$ cat config.mk
export PLATFORM = sky130hd
export DESIGN_NAME = mux_scan_n
export DESIGN_NICKNAME = d
export VERILOG_FILES = /design/src/rtl/mux_scan_n.sv
export SDC_FILE = /design/constraint.sdc
export NUM_CORES = 1
export LEC_CHECK = 0
export ABC_CLOCK_PERIOD_IN_PS = 2700
export CELL_PAD_IN_SITES_DETAIL_PLACEMENT = 0
export CELL_PAD_IN_SITES_GLOBAL_PLACEMENT = 1
export CORE_AREA = 3 3 83 85
export CTS_CLUSTER_SIZE = 24
export DETAILED_ROUTE_END_ITERATION = 10
export DIE_AREA = 0 0 86 88
export PLACE_DENSITY = 0.77
export SLEW_MARGIN = 25
export SYNTH_ARGS = -nofsm -noshare
export SYNTH_HDL_FRONTEND = slang
export SYNTH_SLANG_ARGS = --single-unit
$ cat constraint.sdc
create_clock -name clk -period 2.7 [get_ports clk]
set_clock_uncertainty 0.2 [all_clocks]
set_input_delay 0.54 -clock clk [delete_from_list [all_inputs] [get_ports clk]]
set_output_delay 0.54 -clock clk [all_outputs]
set_load 0.02 [all_outputs]
$ cat src/rtl/mux_scan_n.sv
// Registered N-channel word mux with manual select or round-robin dwell scan; 1-cycle latency.
// enable=0 freezes every register and clears wrap. Optional strobe blanking: MUX_SCAN_BLANK_EN.
module mux_scan_n #(
  parameter int WIDTH    = 6,
  parameter int CHANNELS = 8,
  parameter int SEL_W    = 3,
  parameter int DWELL    = 1024,
  parameter int BLANK    = 2
) (
  input  logic                      clk,
  input  logic                      rst_n,
  input  logic [CHANNELS*WIDTH-1:0] data_in,
  input  logic                      mode,
  input  logic [SEL_W-1:0]          sel_in,
  input  logic                      enable,
  output logic [WIDTH-1:0]          data_out,
  output logic [SEL_W-1:0]          sel_out,
  output logic [CHANNELS-1:0]       sel_onehot,
  output logic                      wrap
);

  localparam int CNT_W = $clog2(DWELL);
  localparam logic [CNT_W-1:0] CNT_LAST  = CNT_W'(DWELL - 1);
  localparam logic [CNT_W-1:0] BLANK_CNT = CNT_W'(BLANK);
  localparam logic [SEL_W-1:0] SEL_LAST  = SEL_W'(CHANNELS - 1);
`ifdef MUX_SCAN_BLANK_EN
  localparam bit BLANK_ON = 1'b1;
`else
  localparam bit BLANK_ON = 1'b0;
`endif

  logic [SEL_W-1:0]    sel_q, sel_nxt;
  logic [CNT_W-1:0]    cnt_q, cnt_cur, cnt_nxt;
  logic                prev_mode_q;
  logic                wrap_nxt;
  logic [WIDTH-1:0]    data_nxt;
  logic [CHANNELS-1:0] onehot_nxt;

  always_comb begin
    sel_nxt    = sel_q;
    cnt_nxt    = cnt_q;
    wrap_nxt   = 1'b0;
    // entering scan always begins a fresh dwell on the held channel
    cnt_cur    = prev_mode_q ? cnt_q : '0;
    if (!mode) begin
      sel_nxt = (sel_in > SEL_LAST) ? SEL_LAST : sel_in;
      cnt_nxt = '0;
    end else if (cnt_cur == CNT_LAST) begin
      cnt_nxt = '0;
      if (sel_q == SEL_LAST) begin
        sel_nxt  = '0;
        wrap_nxt = 1'b1;
      end else begin
        sel_nxt = sel_q + 1'b1;
      end
    end else begin
      cnt_nxt = cnt_cur + 1'b1;
    end

    data_nxt   = data_in[int'(sel_nxt)*WIDTH +: WIDTH];
    onehot_nxt = CHANNELS'(1) << sel_nxt;
    // strobe dark for the first BLANK cycles of each dwell to hide ghosting
    if (BLANK_ON && mode && (cnt_nxt < BLANK_CNT))
      onehot_nxt = '0;
  end

  always_ff @(posedge clk or negedge rst_n) begin
    if (!rst_n) begin
      sel_q       <= '0;
      cnt_q       <= '0;
      prev_mode_q <= 1'b0;
      data_out    <= '0;
      sel_out     <= '0;
      sel_onehot  <= '0;
      wrap        <= 1'b0;
    end else if (enable) begin
      sel_q       <= sel_nxt;
      cnt_q       <= cnt_nxt;
      prev_mode_q <= mode;
      data_out    <= data_nxt;
      sel_out     <= sel_nxt;
      sel_onehot  <= onehot_nxt;
      wrap        <= wrap_nxt;
    end else begin
      wrap        <= 1'b0;
    end
  end

endmodule

# Word level (Yosys, flattened, before mapping)
# Cells that the tools add are included.
# classes
add_sub_neg,2
n_mul,1
div,0
magnitude_cmp,1
n_eq_ne,2
shifts,2
n_mux,11
bitwise,0
reduce_logical,0
# op_table
op,count
48-bit by 7-bit variable part select with 6-bit output,1
10-bit two-way mux,3
3-bit two-way mux,4
10-bit by 1-bit adder with 10-bit output (second input constant),1
10-bit == test (second input constant),1
1-bit by 3-bit left shift with 8-bit output (first input constant),1
3-bit by 2-bit multiplier with 5-bit output (second input constant),1
1-bit two-way mux,4
3-bit by 1-bit adder with 3-bit output (second input constant),1
3-bit == test (second input constant),1
3-bit > comparator (second input constant),1
# totals
register_bits,29
latchBits,0
ramBits,0
romBits,0
input_bits,55
wordCells,25
memories,0

# Longest topological paths before layout
# depth
depth_word,6
mapped_depth,12
depth_no_buf,9

# Worst setup path after synthesis
# No wires, ideal clock.
# synth_timing
kind,register to register
from,register prev_mode_q
to,register data_out[1]
setup_time_ns,0.126
arrival_ns,2.419
t_required_ns,2.374
path_slack_ns,-0.045
path_stages_with_launch,13
n_path_buf,3
path_cell_list,dfrtp_1 clkbuf_1 and2_1 ha_1 and3_1 nand2_2 o41ai_2 a31oi_1 buf_6 buf_2 a21oi_1 a32oi_1 a221o_1
# synth_via
elab_chain_cells,6
# synth_lines
item,line,text
start: declaration,34,logic prev_mode_q;
start signal: assignment,79,prev_mode_q <= mode;
10-bit two-way mux,44,cnt_cur = prev_mode_q ? cnt_q : '0;
10-bit == test,48,end else if (cnt_cur == CNT_LAST) begin
3-bit two-way mux,48,
3-bit two-way mux,45,if (!mode) begin
3-bit by 2-bit multiplier with 5-bit output,60,data_nxt = data_in[int'(sel_nxt)*WIDTH +: WIDTH];
48-bit by 7-bit variable part select with 6-bit output,60,
end signal: assignment,80,data_out <= data_nxt;
end: declaration,16,"output logic [WIDTH-1:0] data_out,"
# Every way passes these cells.
# A chain may end at the register's enable or synchronous reset.

# Worst setup path after layout
# layout_timing
from,register prev_mode_q
to,register data_out[2]
# The elaborated chain is that of the path after synthesis.

==> run metrics <==
status complete, no violations; CTS H-tree depth 2; Mapped Cells roughly 190; Distinct cells, synth 44; via count slightly below 2k; Setup-failing EPs final 0; reg2reg end data_out[2]; All-Layer GR Usage ~16%; Required @ worst endpoint roughly 2700 ps; Pre-Repair DR Iteration Count 5; net count after synthesis between 200 and 250; area leader, netlist dfrtp_1; Fin. Hold Viols 0; clk_lat worst skew approximately 290 ps; final max-slew violation count 0; reg2reg setup slack 80 ps; slew margin rel. 73.0%; CTS Hold Bufs 0; post-layout min period 2620 ps; Die Wd 86 µm; design area between 3000 and 4000 µm²; unrepaired setup endpoints after global routing yes; fmax 381 MHz; worst-case vdd ir drop 0.297 mV; # diodes 0; die area about 7600 µm²; ys flop type dfrtp_1; initial antenna violation count 0; Post-DP Area 2820 µm²; number of vias per cell between 5 and 6; CTS tree built; TNS Setup 0 ps; Setup CP Type reg -> reg; Tcrit/Tclk final between 90% and 100%; Setup crit end data_out[2]; Post-synth EDFFs 0; final non-filler cell total 379; clk sinks 29; DRC marker count from the first detailed-route iteration between 100 and 150; CP Max Fanout 7; dominant cells by area after synthesis dfrtp_1 40%, mux2i_1 11%, o2bb2ai_1 4.9%; area of the mapped netlist about 1800 µm²; Site Rows 29; wire length per cell about 16 µm; # nets final between 300 and 400; Root Driver clkbuf_8; Max clock buf depth 2; first-pass GRT wire length about 9600 µm; die height slightly below 90 µm; io pins 73; global route total overflow 0; Finished Core Util between 50% and 60%; CP Capture Type flip-flop; Worst R2R Start prev_mode_q; Num CTS Buffers 5; ys async rst share 100%; area grow syn2layout 76.1%; IO Port Bufs 72; hold crit path type reg -> reg; most common cell after layout, fill and taps aside clkdlybuf4s50_1; clock slew at reported path FFs roughly 70 ps; Post-route DRC 0; Worst Setup SP prev_mode_q; sequential element share of the synthesized area between 40% and 50%; yosys warns 0; CP startpoint kind flip-flop; Routed Wire Length 6130 µm; Max-Cap Viols 0; largest net degree at the start of global routing 30; Routed Antenna Nets 0; Synth Register Bits 29; worst reg2reg path depth 11; Placer Congestion roughly 0.78; final hold slack between 200 and 300 ps; Final HPWL DP 4300 µm; placed instance count ~360; pwr/cell area 461 nW/µm²; Critical Path AT about 2600 ps; Initial Util ~29%; fraction of layout cells with a size suffix above 1 between 20% and 30%; Mapped Avg Cell Area between 9 and 10 µm²; core box area 6280 µm²; Lkg Pwr roughly 1.4 nW; Slew @ Worst Pin between 400 and 500 ps; top-area cell type share of the netlist area a little over 40%; most frequent cells in the layout 71 x clkdlybuf4s50_1, 42 x buf_4, 29 x dfrtp_1; vias in the first global route 1,911
-- how the worst min path moves through the flow --
stage	startpoint	endpoint	cells past startpoint
floorplan	rst_n	cnt_q[0]	0
global placement	data_out[4]	data_out[4]	1
detailed placement	sel_onehot[7]	sel_onehot[7]	1
CTS	sel_onehot[2]	sel_onehot[2]	1
global route	sel_onehot[6]	sel_onehot[6]	1
finish	sel_onehot[2]	sel_onehot[2]	1
-- stage by stage --
stage / worst slack (ps) / power, mW
global route: -30.3 / 1.54
CTS: 31.0 / 1.44
floorplan: 43.5 / 0.717
finish: 77.3 / 1.46
detailed placement: -447 / 0.950
global placement: -402 / 0.947
-- flip-flops by register name (all words and copies together), names as in the netlist --
name and count:
data_out 6, wrap 1, prev_mode_q 1, sel_onehot 8, sel_q 3, cnt_q 10
-- Yosys cell counts, types with 3 or more instances --
cell	n
nand2b_1	4
clkbuf_1	5
dfrtp_1	29
a21oi_1	7
and3_1	5
ha_1	3
inv_1	5
o211ai_1	3
o22ai_1	6
o21ai_0	9
o2bb2ai_1	10
nand3_1	11
nor2_1	11
a22o_1	3
buf_2	3
nand4_1	4
nand2_1	18
a2111o_1	3
mux2i_1	19
-- metal layers --
layer,track usage [%],up-vias,wire [µm]
met4,3.88,0,59
met3,3.95,7,305
met5,0,-,0
li1,-,948,-
met2,26.7,43,3060
met1,21.0,955,2700
-- logic make-up (layout without fill, tap and decap cells) --
family	after synthesis	after routing	synth area share [%]
flops	29	29	40.2
xor+xnor	2	2	0.971
simple gates	62	62	17.1
compound gates	55	57	23.4
mux	20	20	11.2
fa+ha+maj	3	3	2.08
buf+inv	16	129	5.06
-- layout make-up --
| type | count | area, µm² |
|---|---|---|
| fill | 574 | 3100 |
| multi-input combinational | 144 | 1140 |
| timing repair buffer | 116 | 1080 |
| sequential | 29 | 726 |
| tap | 77 | 96.3 |
| clock buffer | 5 | 68.8 |
| clock inverter | 3 | 46.3 |
| inverter | 5 | 18.8 |
-- where the power goes --
group	switching, mW	internal (mW)
Combinational	0.227	0.272
Sequential	0.0237	0.475
Clock	0.191	0.276
Total	0.441	1.02
-- what timing repair did --
item / in CTS / in global routing
cloned: 1 / 2
pin swaps: 2 / 3
resized for setup: 7 / 14
setup endpoints to repair: 11 / 6
buffers inserted: 1 / 8
-- critical path, cell delays in order, from the launching register on --
cell and delay (ps):
dfrtp_1 410, and2_1 190, ha_2 190, and3_4 170, nand2_4 90, o41ai_4 60, buf_4 160, a31oi_4 240
buf_12 170, mux2i_2 200, nor2_1 60, a2111o_1 370
Power figures use the tool's default switching activity.
==> RTL edit 1 (same settings) <==
Add a define of `MUX_SCAN_BLANK_EN`.
--- a/src/rtl/mux_scan_n.sv
+++ b/src/rtl/mux_scan_n.sv
@@ -1,5 +1,7 @@
 // Registered N-channel word mux with manual select or round-robin dwell scan; 1-cycle latency.
 // enable=0 freezes every register and clears wrap. Optional strobe blanking: MUX_SCAN_BLANK_EN.
+`define MUX_SCAN_BLANK_EN
+
 module mux_scan_n #(
   parameter int WIDTH    = 6,
   parameter int CHANNELS = 8,
Function: changed (a bounded check fails within 4 cycles, from zero or initial values and one cycle with rst_n low).
==> RTL edit 1 against the original RTL <==
Wire length up 3.4%; largest cell class unchanged; power down 9.2%; cell area down 1.3%; area after synthesis up 12%; utilization down 0.64 points; clock power down 15%; worst setup slack better by 0.064 ns; sequential cell count unchanged.
==> RTL edit 1: results (changes against the original RTL) <==
overall routing resource usage=16.4% (was 16.0%); routed wire length per instance=16.9 um (was 16.2 um); Synth area leaders=dfrtp_1 (36%), mux2i_1 (15%), o2bb2ai_1 (5.2%) (was dfrtp_1 (40%), mux2i_1 (11%), o2bb2ai_1 (4.9%)); Post-DP Area=2980 sq um (was 2820 sq um); largest net degree at the start of global routing=34 (was 30); Peak VDD IR=211 uV (was 297 uV); WP data arrival=2.51 ns (was 2.60 ns); vias in the first global route=1961 (was 1911); DRT Pass-1 Iters=4 (was 5); 1st-iter DRT viols=135 (was 107); status=complete, no violations (unchanged); Syn Area/Cell=9.87 sq um (was 9.65 sq um); Root Driver=clkbuf_8 (unchanged); first-pass GRT wire length=9.95 mm (was 9.56 mm); synth cell count leaders=mux2i_1 (31), dfrtp_1 (29), nand2_1 (15), o21ai_0 (12), o2bb2ai_1 (12) (was dfrtp_1 (29), mux2i_1 (19), nand2_1 (18), nand3_1 (11), nor2_1 (11)); final wirelength=6.33 mm (was 6.13 mm); placed cell count=366 (was 359); Vias/cell=5.20 (was 5.15); Nets=355 (was 359); P_leak=1.40 nW (about the same); Syn Nets=263 (was 245); sequential area share after synthesis=35.9% (was 40.2%); clock latency on the worst-skew pair=0.27 ns (was 0.29 ns); Yosys cell types=48 (was 44); Filler Cell Count=614 (was 574); Detailed Place HPWL=4.82 mm (was 4.30 mm); Max-slew headroom=70.4% (was 73.0%); GPL Wtd Cong=0.820 (was 0.778); fraction of layout cells with a size suffix above 1=17.8% (was 23.8%); most common cell in the netlist=mux2i_1 (was dfrtp_1); Ys Warns=0 (unchanged); Max clock buf depth=2 (unchanged); Post-CTS Setup Inserts=0 (was 1)
==> RTL edit 1: cell count changes after synthesis, moves of 4 or more <==
cell	change
a221o_1	+4
nand3_1	-7
nor2_1	-7
mux2i_1	+12
==> RTL edit 1: final timing paths <==
check | end | slack [ns] | start | cells after the start
worst min register to register | sel_onehot[3] | 0.29 | sel_onehot[3] | 1
min in group asynchronous | cnt_q[4] | 0.45 | rst_n | 2
worst min-delay path | sel_onehot[3] | 0.29 | sel_onehot[3] | 1
worst max register to register | sel_onehot[1] | 0.14 | prev_mode_q | 9
max in group asynchronous | cnt_q[6] | 1.57 | rst_n | 2
worst max-delay path | sel_onehot[1] | 0.14 | prev_mode_q | 9
==> RTL edit 1: repair_timing <==
action	in CTS	in global routing
endpoints found under the setup margin	0	12
resized for setup	0	7
hold buffers	0	0
==> RTL edit 1: metrics by stage <==
stage / util (%) / setup TNS [ns] / hold slack [ns]
2_1_floorplan: - / 0 / 0.0444
3_3_place_gp: 47.5 / -0.624 / 0.283
3_5_place_dp: 47.5 / -0.652 / 0.273
4_1_cts: 49.1 / 0 / 0.300
5_1_grt: 50.0 / -0.0736 / 0.324
6_report: 50.0 / 0 / 0.290
==> RTL edit 1: routing by layer <==
| layer | part of all wire, % | vias to the layer above | GRT usage [%] |
|---|---|---|---|
| met1 | 49 | 938 | 23.7 |
| met5 | 0 | - | 0 |
| met4 | 1.0 | 0 | 4.32 |
| met3 | 3.0 | 6 | 2.73 |
| met2 | 47 | 31 | 25.2 |
| li1 | - | 976 | - |
==> RTL edit 1: logic make-up after synthesis <==
kind of cell | synth area share (%)
AOI/OAI and AO/OA | 23.9
xor gates and xnor gates | 1.73
adders and majority gates | 1.86
buffers and inverters | 7.24
DFF | 35.9
muxes | 15.9
and+or+nand+nor | 13.5
==> RTL edit 1: report_power, final <==
part           internal, W  switching [W]  total [W]
Clock             0.000230       0.000165   0.000395
Sequential        0.000470      0.0000228   0.000493
Combinational     0.000245       0.000196   0.000442
==> RTL edit 1: critical path, stage by stage (launching register included) <==
cell and delay (ns):
dfrtp_1 0.38, and2_1 0.18, ha_2 0.21, buf_4 0.14
and2_1 0.19, a41o_1 0.25, o221ai_1 0.19, o221ai_1 0.19
o21bai_1 0.36, o2bb2ai_1 0.13
==> RTL edit 1: layout make-up <==
class	count	area, sq um	area share [%]
Inverter	6	22.5	0.718
Multi-Input combinational cell	151	1200	38.3
Sequential cell	29	726	23.1
Timing Repair Buffer	104	991	31.6
Clock inverter	1	5.00	0.160
Clock buffer	7	96.3	3.07
Tap cell	77	96.3	3.07
==> RTL edit 2 (same flow settings) <==
Without the edit above. Make the reset (`rst_n`) synchronous in one clocked block.
--- a/src/rtl/mux_scan_n.sv
+++ b/src/rtl/mux_scan_n.sv
@@ -64,7 +64,7 @@
       onehot_nxt = '0;
   end
 
-  always_ff @(posedge clk or negedge rst_n) begin
+  always_ff @(posedge clk) begin
     if (!rst_n) begin
       sel_q       <= '0;
       cnt_q       <= '0;
Function: differs if rst_n is asserted again (counterexample within 4 cycles, from zero or initial values and one cycle with rst_n low); with rst_n held inactive, the same outputs for 10 cycles.
==> RTL edit 2 against the original RTL <==
Non-clock buffer count fell by 4; sequential share of layout area decreased by 4.9 points; combinational power down 28%; sequential power decreased by 8.6%; area after synthesis is 11% higher; worst setup slack lost 0.051 ns; wire length rose by 1.5%; cell area grew 3.2%; power down 12%; sequential cell count stayed put; final cell count rose by 12%; largest cell class unchanged; largest power group is now clock.
==> RTL edit 2: results (changes against the original RTL) <==
GPL Wtd Cong=0.838 (was 0.778); antenna cells=0 (unchanged); first-pass GRT wire length=10.2 mm (was 9.56 mm); Synth area leaders=dfxtp_1 (29%), nor2b_1 (7.8%), nand2_1 (4.7%) (was dfrtp_1 (40%), mux2i_1 (11%), o2bb2ai_1 (4.9%)); Finished Layout Cells=426 (was 379); asr flop ratio synth=0% (was 100%); Syn Nets=302 (was 245); Worst Max-Slew Pin Slew=0.405 ns (about the same); Detailed Place HPWL=4.67 mm (was 4.30 mm); DR vias=2161 (was 1953); hold-critical path endpoint=sel_onehot[2] (unchanged); Peak VDD IR=258 uV (was 297 uV); Place WS=-0.448 ns (was -0.447 ns); placed cell count=414 (was 359); status=complete, no violations (unchanged); worst hold path startpoint=sel_onehot[2] (unchanged); sequential area share after synthesis=29.1% (was 40.2%); Root Driver=clkbuf_8 (unchanged); critical register-to-register path startpoint=cnt_q[0] (was prev_mode_q); largest net degree at the start of global routing=31 (was 30); fraction of layout cells with a size suffix above 1=24.6% (was 23.8%); P_leak=1.23 nW (was 1.40 nW); 1st-iter DRT viols=61 (was 107); WP data arrival=2.65 ns (was 2.60 ns); DRT Pass-1 Iters=6 (was 5); vias in the first global route=2256 (was 1911); CP max FO=6 (was 7); Worst Reg-to-Reg Cells=10 (was 11); hold path cells=2 (was 1); Post-Syn Instances=244 (was 187); clock latency on the worst-skew pair=0.28 ns; final wirelength=6.22 mm (was 6.13 mm); Yosys cell types=51 (was 44); reg2reg end=data_out[0] (was data_out[2]); worst hold path type=flip-flop to flip-flop (unchanged)
-- RTL edit 2: kinds of logic (layout without fill, tap and decap cells) --
kind of cell | after synthesis | in the layout | share of synthesized area (%)
adders and majority gates | 3 | 3 | 1.88
DFF | 29 | 29 | 29.1
and+or+nand+nor | 107 | 107 | 32.3
buffers and inverters | 24 | 129 | 7.83
AOI/OAI and AO/OA | 78 | 78 | 27.4
muxes | 3 | 3 | 1.50
-- RTL edit 2: cell type report --
class / instances / area [sq um]
Inverter: 9 / 33.8
Sequential cell: 29 / 588
Timing Repair Buffer: 112 / 1040
Tap cell: 77 / 96.3
Clock buffer: 6 / 82.6
Clock inverter: 2 / 36.3
Multi-Input combinational cell: 191 / 1400
Fill cell: 628 / 3000
-- RTL edit 2: layer usage --
layer / GRT usage [%] / up-vias / part of all wire, % / routed length [um]
met5: 0 / - / 0 / 0
met4: 3.02 / 0 / 0.31 / 19
met3: 5.08 / 2 / 7.9 / 492
met2: 29.6 / 75 / 48 / 3000
met1: 20.4 / 979 / 44 / 2700
li1: - / 1105 / - / -
-- RTL edit 2: what timing repair did --
item	in CTS	in global routing
setup buffers	0	4
setup endpoints to repair	8	11
hold buffers	0	0
pin swaps	19	8
gates resized for setup	11	11
cloned	0	0
-- RTL edit 2: report_power, final --
part	internal [W]	switching [W]	total (W)
registers	0.000444	0.0000111	0.000455
logic	0.000209	0.000152	0.000361
clock network	0.000300	0.000173	0.000474
-- RTL edit 2: worst max-delay path: stages, from the launching register on --
cell and delay, ns:
dfxtp_1 0.34, and2_4 0.16, ha_4 0.15, nand4_4 0.15, buf_4 0.18, or4_4 0.53
nand2_4 0.10, nor3_4 0.06, a222oi_1 0.34, a21boi_1 0.12, o31a_1 0.24
-- RTL edit 2: stage by stage --
step	area [sq um]	hold WS, ns	power [W]
floorplan	2060	0.276	0.000636
global placement	3030	0.270	0.000798
detailed placement	3030	0.274	0.000800
CTS	3200	0.287	0.00129
global route	3280	0.306	0.00135
finish	3280	0.274	0.00129
-- RTL edit 2: how the worst max path moves through the flow --
stage                start     endpoint  slack, ns
2_1_floorplan     sel_q[0]  data_out[0]      -0.04
3_3_place_gp          mode  data_out[0]      -0.36
3_5_place_dp          mode  data_out[5]      -0.45
4_1_cts           sel_q[0]  data_out[0]     -0.003
5_1_grt        prev_mode_q  data_out[0]      -0.10
6_report          cnt_q[0]  data_out[0]       0.03
